===== src/rtl/ps2_key_decoder_pkg.sv =====
// rtl/ps2_key_decoder_pkg.sv - Scan-code constants, action indices and FSM encoding for the PS/2 key decoder.
package ps2_key_decoder_pkg;

    localparam logic [7:0] SC_EXT       = 8'hE0;
    localparam logic [7:0] SC_BRK       = 8'hF0;
    localparam logic [7:0] SC_PAUSE_SEQ = 8'hE1;

    localparam logic [7:0] SC_ERR0      = 8'h00;
    localparam logic [7:0] SC_BAT_OK    = 8'hAA;
    localparam logic [7:0] SC_ECHO      = 8'hEE;
    localparam logic [7:0] SC_ACK       = 8'hFA;
    localparam logic [7:0] SC_BAT_FAIL  = 8'hFC;
    localparam logic [7:0] SC_RESEND    = 8'hFE;
    localparam logic [7:0] SC_ERR1      = 8'hFF;

    localparam logic [7:0] SC_P1_UP     = 8'h1D;
    localparam logic [7:0] SC_P1_DOWN   = 8'h1B;
    localparam logic [7:0] SC_P1_LEFT   = 8'h1C;
    localparam logic [7:0] SC_P1_RIGHT  = 8'h23;
    localparam logic [7:0] SC_P1_BOMB   = 8'h29;
    localparam logic [7:0] SC_P2_UP     = 8'h75;
    localparam logic [7:0] SC_P2_DOWN   = 8'h72;
    localparam logic [7:0] SC_P2_LEFT   = 8'h6B;
    localparam logic [7:0] SC_P2_RIGHT  = 8'h74;
    localparam logic [7:0] SC_P2_BOMB   = 8'h5A;
    localparam logic [7:0] SC_ESC       = 8'h76;

    localparam logic [2:0] ACT_UP    = 3'd0;
    localparam logic [2:0] ACT_DOWN  = 3'd1;
    localparam logic [2:0] ACT_LEFT  = 3'd2;
    localparam logic [2:0] ACT_RIGHT = 3'd3;
    localparam logic [2:0] ACT_BOMB  = 3'd4;
    localparam logic [2:0] ACT_PAUSE = 3'd5;

    // Bytes still to swallow after E1 (Pause/Break sends E1 plus seven more).
    localparam logic [2:0] SKIP_LEN = 3'd7;

    typedef enum logic [2:0] {
        ST_IDLE,
        ST_EXT,
        ST_BRK,
        ST_EXT_BRK,
        ST_SKIP
    } state_t;

    typedef struct packed {
        logic       hit;
        logic       player;
        logic [2:0] action;
    } key_hit_t;

    function automatic logic is_control(input logic [7:0] b);
        return (b == SC_ERR0) || (b == SC_BAT_OK) || (b == SC_ECHO) || (b == SC_ACK) ||
               (b == SC_BAT_FAIL) || (b == SC_RESEND) || (b == SC_ERR1);
    endfunction

    function automatic key_hit_t map_key(input logic [7:0] code, input logic ext);
        key_hit_t r;
        r = '0;
        if (ext) begin
            case (code)
                SC_P2_UP:    r = '{1'b1, 1'b1, ACT_UP};
                SC_P2_DOWN:  r = '{1'b1, 1'b1, ACT_DOWN};
                SC_P2_LEFT:  r = '{1'b1, 1'b1, ACT_LEFT};
                SC_P2_RIGHT: r = '{1'b1, 1'b1, ACT_RIGHT};
                default:     r = '0;
            endcase
        end else begin
            case (code)
                SC_P1_UP:    r = '{1'b1, 1'b0, ACT_UP};
                SC_P1_DOWN:  r = '{1'b1, 1'b0, ACT_DOWN};
                SC_P1_LEFT:  r = '{1'b1, 1'b0, ACT_LEFT};
                SC_P1_RIGHT: r = '{1'b1, 1'b0, ACT_RIGHT};
                SC_P1_BOMB:  r = '{1'b1, 1'b0, ACT_BOMB};
                SC_P2_BOMB:  r = '{1'b1, 1'b1, ACT_BOMB};
                default:     r = '0;
            endcase
        end
        return r;
    endfunction

endpackage


===== src/rtl/ps2_timeout.sv =====
// rtl/ps2_timeout.sv - Inactivity counter; expire is high in the LIMIT-th idle cycle while enabled.
module ps2_timeout #(
    parameter int LIMIT = 50000
) (
    input  logic clk,
    input  logic rst,
    input  logic clear,
    input  logic enable,
    output logic expire
);

    localparam int W = $clog2(LIMIT + 1);

    logic [W-1:0] count;

    assign expire = enable && (count == W'(LIMIT - 1));

    always_ff @(posedge clk) begin
        if (rst || clear || !enable || expire) begin
            count <= '0;
        end else begin
            count <= count + W'(1);
        end
    end

endmodule


===== src/rtl/ps2_key_decoder.sv =====
// rtl/ps2_key_decoder.sv - PS/2 set-2 byte decoder producing two-player held key maps, pause and change events.
module ps2_key_decoder
    import ps2_key_decoder_pkg::*;
#(
    parameter int TIMEOUT_CYCLES = 50000
) (
    input  logic       clk,
    input  logic       rst,
    input  logic       scan_valid,
    input  logic [7:0] scan_byte,
    output logic [4:0] p1_keys,
    output logic [4:0] p2_keys,
    output logic       pause,
    output logic       evt_valid,
    output logic       evt_player,
    output logic [2:0] evt_action,
    output logic       evt_pressed
);

    state_t     state;
    logic [2:0] skip_cnt;
    logic       expire;
    logic       ext;
    logic       brk;
    key_hit_t   hit;
    logic [4:0] mask;
    logic [4:0] sel_keys;
    logic       cur_bit;

    assign ext      = (state == ST_EXT) || (state == ST_EXT_BRK);
    assign brk      = (state == ST_BRK) || (state == ST_EXT_BRK);
    assign hit      = map_key(scan_byte, ext);
    assign mask     = 5'b00001 << hit.action;
    assign sel_keys = hit.player ? p2_keys : p1_keys;
    assign cur_bit  = |(sel_keys & mask);

    ps2_timeout #(
        .LIMIT (TIMEOUT_CYCLES)
    ) u_timeout (
        .clk    (clk),
        .rst    (rst),
        .clear  (scan_valid),
        .enable (state != ST_IDLE),
        .expire (expire)
    );

    always_ff @(posedge clk) begin
        if (rst) begin
            state       <= ST_IDLE;
            skip_cnt    <= '0;
            p1_keys     <= '0;
            p2_keys     <= '0;
            pause       <= 1'b0;
            evt_valid   <= 1'b0;
            evt_player  <= 1'b0;
            evt_action  <= '0;
            evt_pressed <= 1'b0;
        end else begin
            evt_valid <= 1'b0;
            if (scan_valid) begin
                if (state == ST_SKIP) begin
                    skip_cnt <= skip_cnt - 3'd1;
                    if (skip_cnt == 3'd1) begin
                        state <= ST_IDLE;
                    end
                end else if (scan_byte == SC_PAUSE_SEQ) begin
                    state    <= ST_SKIP;
                    skip_cnt <= SKIP_LEN;
                end else if (scan_byte == SC_EXT) begin
                    state <= brk ? ST_EXT_BRK : ST_EXT;
                end else if (scan_byte == SC_BRK) begin
                    state <= ext ? ST_EXT_BRK : ST_BRK;
                end else if (is_control(scan_byte)) begin
                    state <= ST_IDLE;
                    // Keyboard self-test passed: it was just (re)plugged, so nothing can be held.
                    if (scan_byte == SC_BAT_OK) begin
                        p1_keys <= '0;
                        p2_keys <= '0;
                    end
                end else begin
                    state <= ST_IDLE;
                    if (!ext && scan_byte == SC_ESC) begin
                        if (!brk) begin
                            pause       <= ~pause;
                            evt_valid   <= 1'b1;
                            evt_player  <= 1'b0;
                            evt_action  <= ACT_PAUSE;
                            evt_pressed <= 1'b1;
                        end
                    end else if (hit.hit && (cur_bit == brk)) begin
                        // Bit differs from the requested level, so this is a real change.
                        if (hit.player) begin
                            p2_keys <= brk ? (p2_keys & ~mask) : (p2_keys | mask);
                        end else begin
                            p1_keys <= brk ? (p1_keys & ~mask) : (p1_keys | mask);
                        end
                        evt_valid   <= 1'b1;
                        evt_player  <= hit.player;
                        evt_action  <= hit.action;
                        evt_pressed <= ~brk;
                    end
                end
            end else if (expire) begin
                state    <= ST_IDLE;
                skip_cnt <= '0;
            end
        end
    end

endmodule


===== config.mk =====
export PLATFORM = sky130hd
export DESIGN_NAME = ps2_key_decoder
export DESIGN_NICKNAME = d
export VERILOG_FILES = /design/src/rtl/ps2_key_decoder_pkg.sv /design/src/rtl/ps2_timeout.sv /design/src/rtl/ps2_key_decoder.sv
export SDC_FILE = /design/constraint.sdc
export NUM_CORES = 1
export LEC_CHECK = 0
export CORE_UTILIZATION = 39
export DETAILED_ROUTE_END_ITERATION = 16
export SYNTH_ARGS = -nofsm -noshare
export SYNTH_HDL_FRONTEND = slang
export SYNTH_SLANG_ARGS = --single-unit

===== constraint.sdc =====
create_clock -name clk -period 7.38 [get_ports clk]
set_clock_uncertainty 0.2 [all_clocks]
set_input_delay 1.845 -clock clk [delete_from_list [all_inputs] [get_ports clk]]
set_output_delay 1.845 -clock clk [all_outputs]
set_load 0.05 [all_outputs]

Word level (Yosys, flattened, before mapping)
Cells that the tools add are included.
{"block": "totals", "mem_bits_rw": 0, "latchBits": 0, "word_cells": 129, "memories": 0, "regBits": 39, "output_inout_bits": 17, "romBits": 0, "inputBits": 11}
{"block": "op_classes", "n_eq_ne": 33, "add_sub_neg": 2, "bitwise_logic": 14, "n_shift": 1, "mux": 39, "n_lt_le_gt_ge": 0, "multipliers": 0, "n_reduce_logical": 30, "div_mod_pow": 0}
{"op": "$eq A8 B8 Y1 const B", "count": 9}
{"op": "$mux W5", "count": 13}
{"op": "$eq A8 B7 Y1 const B", "count": 6}
{"op": "$mux W3", "count": 11}
{"op": "$pmux W5 S6", "count": 1}
{"op": "$eq A8 B5 Y1 const B", "count": 3}
{"op": "$pmux W5 S4", "count": 1}
{"op": "$reduce_and A9 Y1", "count": 2}
{"op": "$add A16 B1 Y16 const B", "count": 1}
{"op": "$eq A16 B16 Y1 const B", "count": 1}
{"op": "$eq A8 B6 Y1 const B", "count": 2}
{"op": "$reduce_and A8 Y1", "count": 2}
{"op": "$and A5 B5 Y5", "count": 3}
{"op": "$logic_or A1 B1 Y1", "count": 11}
{"op": "$mux W1", "count": 10}
{"op": "$or A5 B5 Y5", "count": 2}
{"op": "$logic_not A8 Y1", "count": 1}
{"op": "$not A1 Y1", "count": 8}
{"op": "$reduce_bool A2 Y1", "count": 4}
{"op": "$reduce_or A7 Y1", "count": 1}
{"op": "$eq A3 B1 Y1 const B", "count": 2}
{"op": "$eq A3 B2 Y1 const B", "count": 2}
{"op": "$mux W2", "count": 3}
{"op": "$ne A2 B2 Y1 const B", "count": 3}
{"op": "13 further kinds", "count": 17}

Depth between registers and ports, before layout
Gate-level depths: netlist of run 1.
{"block": "depth", "ltp_word": 11, "mapped_depth": 11, "depth_no_buf": 9}

Cells and area by module
A second synthesis of run 1 with hierarchy kept.
{"block": "hier_totals", "hier_cells": 316, "area_unflattened_um2": 2663.8}
{"module": "ps2_key_decoder", "cells_per_inst": 231, "instances": 1, "area_each_um2": 1870.5, "seq_area_each_um2": 460.4}
{"module": "ps2_timeout", "cells_per_inst": 85, "instances": 1, "area_each_um2": 793.3, "seq_area_each_um2": 320.3}

Worst setup path after synthesis of run 1
OpenSTA, ideal clock, no wires.
{"block": "synth_timing", "path_kind": "input -> register", "from": "input port scan_byte[3]", "to": "register p2_keys[1]", "path_buffers": 1, "required_time_ns": 7.049, "cell_stages": 10, "setup_ns": 0.131, "t_arrival_ns": 3.914, "slack_ns": 3.135, "cell_sequence": "buf_6 -> and4bb_2 -> o211ai_1 -> a22oi_4 -> mux2i_1 -> o22ai_1 -> a2111oi_1 -> a211oi_2 -> o311ai_1 -> o21ai_0"}
{"block": "synth_via", "elab_chain_cells": 11}
{"element": "from (decl)", "line_no": "ps2_key_decoder.sv:10", "text": "input logic [7:0] scan_byte,"}
{"element": "parallel branches: the longest is 11 deep, another holds $reduce_and A9 Y1"}
{"element": "to (signal assigned)", "line_no": "ps2_key_decoder.sv:93", "text": "p2_keys <= brk ? (p2_keys & ~mask) : (p2_keys | mask);"}
{"element": "to (decl)", "line_no": "ps2_key_decoder.sv:12", "text": "output logic [4:0] p2_keys,"}
Several ways; the timed one is not identified. The select of a mux whose other input is x is not followed.
A chain may end at the register's enable or synchronous reset.

Worst setup path after layout of run 1
{"block": "layout_timing", "from": "input port scan_byte[1]", "to": "register p2_keys[2]"}
The elaborated chain is that of the path after synthesis.

==> results.yml, run 1 <==
global_route:
  grt_pass1_vias: 1992
  grt_max_degree: 20
  grt_pass1_wl_mm: 9.06
  track_usage_pct: 17.9
  grt_overflow: 0
  grt_antenna_before_repair: 0
route:
  drt-initial-drc-count: 105
  dr.pass1.iters: 4
  drt_wl_total_mm: 5.44
  drtAntennaViolNets: 0
  remaining_drc_errors: 0
  via_per_inst: 5.64
  vias: 2205
  post_drt_wl_per_cell_um: 13.9
placement:
  place_area_um2: 2700
  dp_hpwl_mm: 3.91
  io_buffers: 27
  preCtsSetupSlack_ps: 1950
  place.gp.congestion: 0.878
floorplan:
  num_rows: 28
  num_io_pins: 28
  die_area_um2: 6450
  die_w_um: 80.3
  initial_core_util_pct: 40.4
  core-area_um2: 5920
  fp.dieH_um: 80.3
power:
  p_int_w: 0.000327
  switching_share_pct: 23.5
  ir_drop_uv: 83.1
  seq_power_share_pct: 49.9
  cellLeakagePower_nw: 0.941
  p_clk_share_pct: 40.2
  power_density_nw_per_um2: 153
  combPwrFrac_pct: 9.9
  power_switching_w: 0.000100
clocking:
  cts_tree: "yes"
  clk-insertion-delay-late_ps: 290
  hold_buffers: 0
  clkSinkCount: 39
  clockRootBuffer: "clkbuf_8"
  clk_path_buf_depth: 2
  cts_buffers: 5
  htree_levels: 2
  post_cts_buffers: 0
  ctsResizeCount: 0
  clkTransAtPathRegs_ps: 70
cells_and_area:
  nFillCells: 597
  syn2layout_area_growth_pct: 17.1
  n_antenna_cell: 0
  utilization_pct: 47.3
  nNetsFinal: 330
  drive_gt1_share_pct: 8.54
  multi_input_area_um2: 1500
  design_area_um2: 2800
  regArea_um2: 781
setup_path:
  crit_path_start: "scan_byte[1]"
  cp_data_arrival_time_ps: 5110
  crit_type: "primary input to flip-flop"
  ff2ff_setup_slack_ps: 4330
  critPathCapture: "p2_keys[2]$_SDFFE_PP0P_"
  path_max_fanout: 14
  ff2ff_path_depth: 9
  cp-end-kind: "flip-flop"
  reg2reg_to: "p2_keys[2]$_SDFFE_PP0P_"
  worstPathRequired_ps: 7330
  cp-start-kind: "primary input"
  timing.rr.start: "state[2]$_SDFFE_PP0P_"
synthesis:
  synth-seq-cells: 39
  synth_fp_nets: 307
  synth_area_um2: 2390
  synth_top_area_share_pct: 32.7
  ys_types: 57
  post-synth-top-area-cell: "dfxtp_1"
  ys_seq_area_share_pct: 32.7
  yosysWarningCount: 0
  synth_edf_count: 0
  async_reset_ff_share_pct: 0
  postSynthAreaPerCell_um2: 8.16
  netlist_top_cells_area: "dfxtp_1, nor2_1, nand2_1"
  synthCells: 293
  synth_top_flop_cell: "dfxtp_1"
hold_path:
  min_path_type: "flip-flop to flip-flop"
  whs_path_depth: 1
sta:
  slew_violations: 0
  rsz0062_at_grt: "false"
  layout_setup_ws_ps: 2220
  hold_slack_ps: 242
  setup_violations: 0
  finalHoldViolations: 0
  worst_pin_slew_ps: 835
  tns_ps: 0
  fmax_mhz: 194
  fin_crit_sh_pct: 69.9
  slew_headroom_pct: 43.8
  timing.final.crit_period_ps: 5160
flow_run:
  cap_viol_max_count: 0
outcome:
  status: "complete, no violations"
final cells by class:
class / instances / share of cell area (%)
clock buffer: 6 / 2.59
timing repair buffer: 29 / 10.2
inverter: 9 / 1.21
clock inverter: 1 / 1.07
tap: 75 / 3.35
sequential: 39 / 27.9
multi-input combinational: 232 / 53.7
worst min path at each step:
stage,startpoint,to,slack [ps]
6_report,u_timeout.count[0]$_SDFF_PP0_,u_timeout.count[0]$_SDFF_PP0_,240
3_5_place_dp,u_timeout.count[0]$_SDFF_PP0_,u_timeout.count[0]$_SDFF_PP0_,230
2_1_floorplan,u_timeout.count[0]$_SDFF_PP0_,u_timeout.count[0]$_SDFF_PP0_,210
3_3_place_gp,u_timeout.count[0]$_SDFF_PP0_,u_timeout.count[0]$_SDFF_PP0_,230
5_1_grt,u_timeout.count[0]$_SDFF_PP0_,u_timeout.count[0]$_SDFF_PP0_,260
4_1_cts,u_timeout.count[0]$_SDFF_PP0_,u_timeout.count[0]$_SDFF_PP0_,240
state kept, by name, summed over array words and instances, names as in the netlist:
| signal | count |
|---|---|
| u_timeout.count | 16 |
| p1_keys | 5 |
| p2_keys | 5 |
| evt_action | 3 |
| skip_cnt | 3 |
| state | 3 |
| evt_player | 1 |
| evt_pressed | 1 |
| evt_valid | 1 |
| pause | 1 |
per-stage QoR:
step	instances	power (W)
CTS	391	0.000433
global placement	384	0.000260
floorplan	293	0.000247
finish	391	0.000428
detailed placement	384	0.000260
global route	391	0.000444
cell usage after synthesis, drive strengths merged (2+ instances only):
library cell and number:
nor3 10, dfxtp 39, o21ai 15, ha 3
xnor2 7, buf 7, mux2i 6, a211oi 7
nand4 6, and2 3, nand3 11, nand2 28
a21oi 15, o311ai 5, a22oi 3, a31oi 4
and4bb 3, a21o 2, nor3b 2, o221a 2
nor2b 8, inv 9, nand2b 5, or3 2
nor4 9, nand4b 3, and3 5, nor2 43
nor4b 3, clkbuf 6, xor2 9
cells by family (layout without fill, tap and decap cells):
kind of cell | count (synthesis) | after routing | synth area share, %
flip-flops | 39 | 39 | 32.7
multiplexers | 6 | 6 | 2.67
AND/OR/NAND/NOR | 144 | 144 | 32.3
adder cells (fa/ha/maj) | 3 | 3 | 1.57
AO/OA/AOI/OAI | 63 | 63 | 20.5
buffers and inverters | 22 | 45 | 4.50
XOR/XNOR | 16 | 16 | 5.86
routing by layer:
metal / GRT usage, % / up-vias / wire, µm
met2: 29.5 / 46 / 2470
met3: 3.64 / 14 / 184
met5: 0 / - / 0
li1: - / 1111 / -
met4: 6.25 / 0 / 129
met1: 23.1 / 1034 / 2650
critical path, cell delays in order:
cell	delay, ps
clkdlybuf4s50_1	750
nor2b_1	350
nand4b_4	190
a22oi_4	450
mux2i_1	280
o22ai_1	140
a2111oi_1	440
a211oi_2	230
o311ai_1	280
o21ai_0	140
power by group through the flow:
stage                     Combinational [W]  Sequential [W]  Clock, W
after CTS                         0.0000419        0.000214  0.000178
after global routing              0.0000459        0.000214  0.000184
after detailed placement          0.0000418        0.000218         0
after global placement            0.0000420        0.000218         0
after floorplan                   0.0000248        0.000222         0
final                             0.0000423        0.000214  0.000172
cells in the final DEF, fill, tap and decap left out, types with 2 or more instances in the layout:
cell / n
nor2_1: 43
dfxtp_1: 39
nand2_1: 27
clkdlybuf4s50_1: 27
o21ai_0: 15
a21oi_1: 14
nand3_1: 11
nor3_1: 10
inv_1: 9
nor4_1: 9
xor2_1: 9
nor2b_1: 8
xnor2_1: 7
nand4_1: 6
a211oi_1: 6
nand2b_1: 5
mux2i_1: 5
and3_1: 5
clkbuf_8: 5
o311ai_1: 4
and4bb_2: 3
nor4b_1: 3
and2_1: 3
ha_1: 3
a21o_1: 2
nand4b_1: 2
nor3b_1: 2
a22oi_2: 2
a31oi_1: 2
o221a_2: 2
buf_4: 2
(Power assumes the default switching activity.)
==> run 2: changes to the inputs <==
==> constraint.sdc (replaced) <==
create_clock -name clk -period 4.5 [get_ports clk]
set_clock_uncertainty 0.2 [all_clocks]
set_input_delay 1.125 -clock clk [delete_from_list [all_inputs] [get_ports clk]]
set_output_delay 1.125 -clock clk [all_outputs]
set_load 0.05 [all_outputs]
==> results.yml, run 2 (synthesis results as in run 1) <==
sta:
  fin_crit_sh_pct: 89.9
  slew_headroom_pct: 64.2
  tns_ps: 0
  timing.final.crit_period_ps: 4050
  setup_violations: 0
  slew_violations: 0
  worst_pin_slew_ps: 536
  fmax_mhz: 247
  finalHoldViolations: 0
  rsz0062_at_grt: "false"
placement:
  io_buffers: 27
  dp_hpwl_mm: 4.19
  place.gp.congestion: 0.898
  place_area_um2: 2840
clocking:
  clockRootBuffer: "clkbuf_8"
  ctsResizeCount: 0
  clkSinkCount: 39
  cts_buffers: 5
  clkTransAtPathRegs_ps: 80
  clk-insertion-delay-late_ps: 300
  hold_buffers: 0
  cts_tree: "yes"
  clk_path_buf_depth: 2
  post_cts_buffers: 0
  htree_levels: 2
cells_and_area:
  nFillCells: 558
  regMostFlops: "u_timeout.count"
  final_cell_mix: "nor2_1, dfxtp_1, nand2_1, clkdlybuf4s50_1, buf_4"
  largest_register_ffs: 16
  top_regs: "u_timeout.count (16), p1_keys (5), p2_keys (5)"
  syn2layout_area_growth_pct: 23.4
  mostFrequentLayoutCell: "nor2_1"
  drive_gt1_share_pct: 14.3
  nNetsFinal: 349
  n_antenna_cell: 0
  design_area_um2: 2950
floorplan:
  initial_core_util_pct: 40.4
  die_area_um2: 6450
  die_w_um: 80.3
  fp.dieH_um: 80.3
  core-area_um2: 5920
  num_io_pins: 28
  num_rows: 28
route:
  remaining_drc_errors: 0
  vias: 2279
  dr.pass1.iters: 4
  drt_wl_total_mm: 5.73
  post_drt_wl_per_cell_um: 13.9
  drt-initial-drc-count: 109
  via_per_inst: 5.55
  drtAntennaViolNets: 0
global_route:
  grt_antenna_before_repair: 0
  grt_pass1_vias: 2180
  track_usage_pct: 19.9
  grt_max_degree: 17
  grt_overflow: 0
  grt_pass1_wl_mm: 9.97
power:
  ir_drop_uv: 157
  finalPower_w: 0.000724
  power_density_nw_per_um2: 245
  cellLeakagePower_nw: 1.04
setup_path:
  cp_data_arrival_time_ps: 4050
  crit_chain: "clkdlybuf4s50_1, buf_4, xor2_1, nand4b_1, a22oi_2, nand2b_1, o22ai_1, a221o_1, a211oi_2, a211oi_1, o32ai_1"
  max_stage_delay_ps: 600
  slowest_stage: "clkdlybuf4s50_1"
  crit_type: "primary input to flip-flop"
  path_max_fanout: 8
  path_buf_inv: 2
  worstPathRequired_ps: 4510
  crit_family: "compound AO/OA/AOI/OAI gates"
  cp-end-kind: "flip-flop"
  cp-start-kind: "primary input"
flow_run:
  cap_viol_max_count: 0
hold_path:
  min_path_type: "flip-flop to flip-flop"
outcome:
  status: "complete, no violations"
==> run 2: final cells by class <==
type,count,area [µm²],share of cell area [%]
timing repair buffer,48,428,14.5
sequential,39,781,26.5
multi-input combinational,232,1500,50.9
inverter,9,33.8,1.14
clock buffer,5,68.8,2.33
clock inverter,3,43.8,1.48
tap,75,93.8,3.18
==> run 2: where the power goes <==
part	leakage (nW)	switching (W)	internal [W]
Clock	0.0581	0.000131	0.000165
Combinational	0.668	0.0000449	0.0000331
Sequential	0.315	0.00000210	0.000348
Total	1.04	0.000178	0.000546
==> run 2: layer usage <==
metal | vias to the layer above | GRT usage [%] | wire length, µm
met2 | 52 | 32.6 | 2570
met5 | - | 0 | 0
met1 | 1060 | 24.5 | 2780
li1 | 1150 | - | -
met3 | 17 | 5.00 | 221
met4 | 0 | 8.57 | 157
==> run 2: worst reg2reg max path, stage by stage, from the launching register on <==
cell and delay (ps):
dfxtp_1 480, nand2b_1 350, a21oi_4 90, a22oi_4 220, buf_4 220, mux2i_1 240, o22a_2 230, nor3_1 80
a211oi_2 420, a211oi_1 110, o32ai_1 240
==> run 2: metrics by stage <==
stage | hold slack [ps] | util [%] | instances | setup WS, ps
2_1_floorplan | 213 | - | 293 | 975
3_3_place_gp | 227 | 48.0 | 403 | 153
3_5_place_dp | 231 | 48.0 | 403 | 193
4_1_cts | 245 | 49.9 | 411 | 495
5_1_grt | 283 | 49.9 | 411 | 156
6_report | 239 | 49.9 | 411 | 455
==> run 2: worst paths after layout <==
kind                                  from                            end  slack [ps]  cells past startpoint
max                           scan_byte[1]        p2_keys[4]$_SDFFE_PP0P_         450                     11
min          u_timeout.count[0]$_SDFF_PP0_  u_timeout.count[0]$_SDFF_PP0_         240                      1
max reg2reg          state[2]$_SDFFE_PP0P_        p2_keys[4]$_SDFFE_PP0P_        1540                     10
min reg2reg  u_timeout.count[0]$_SDFF_PP0_  u_timeout.count[0]$_SDFF_PP0_         240                      1
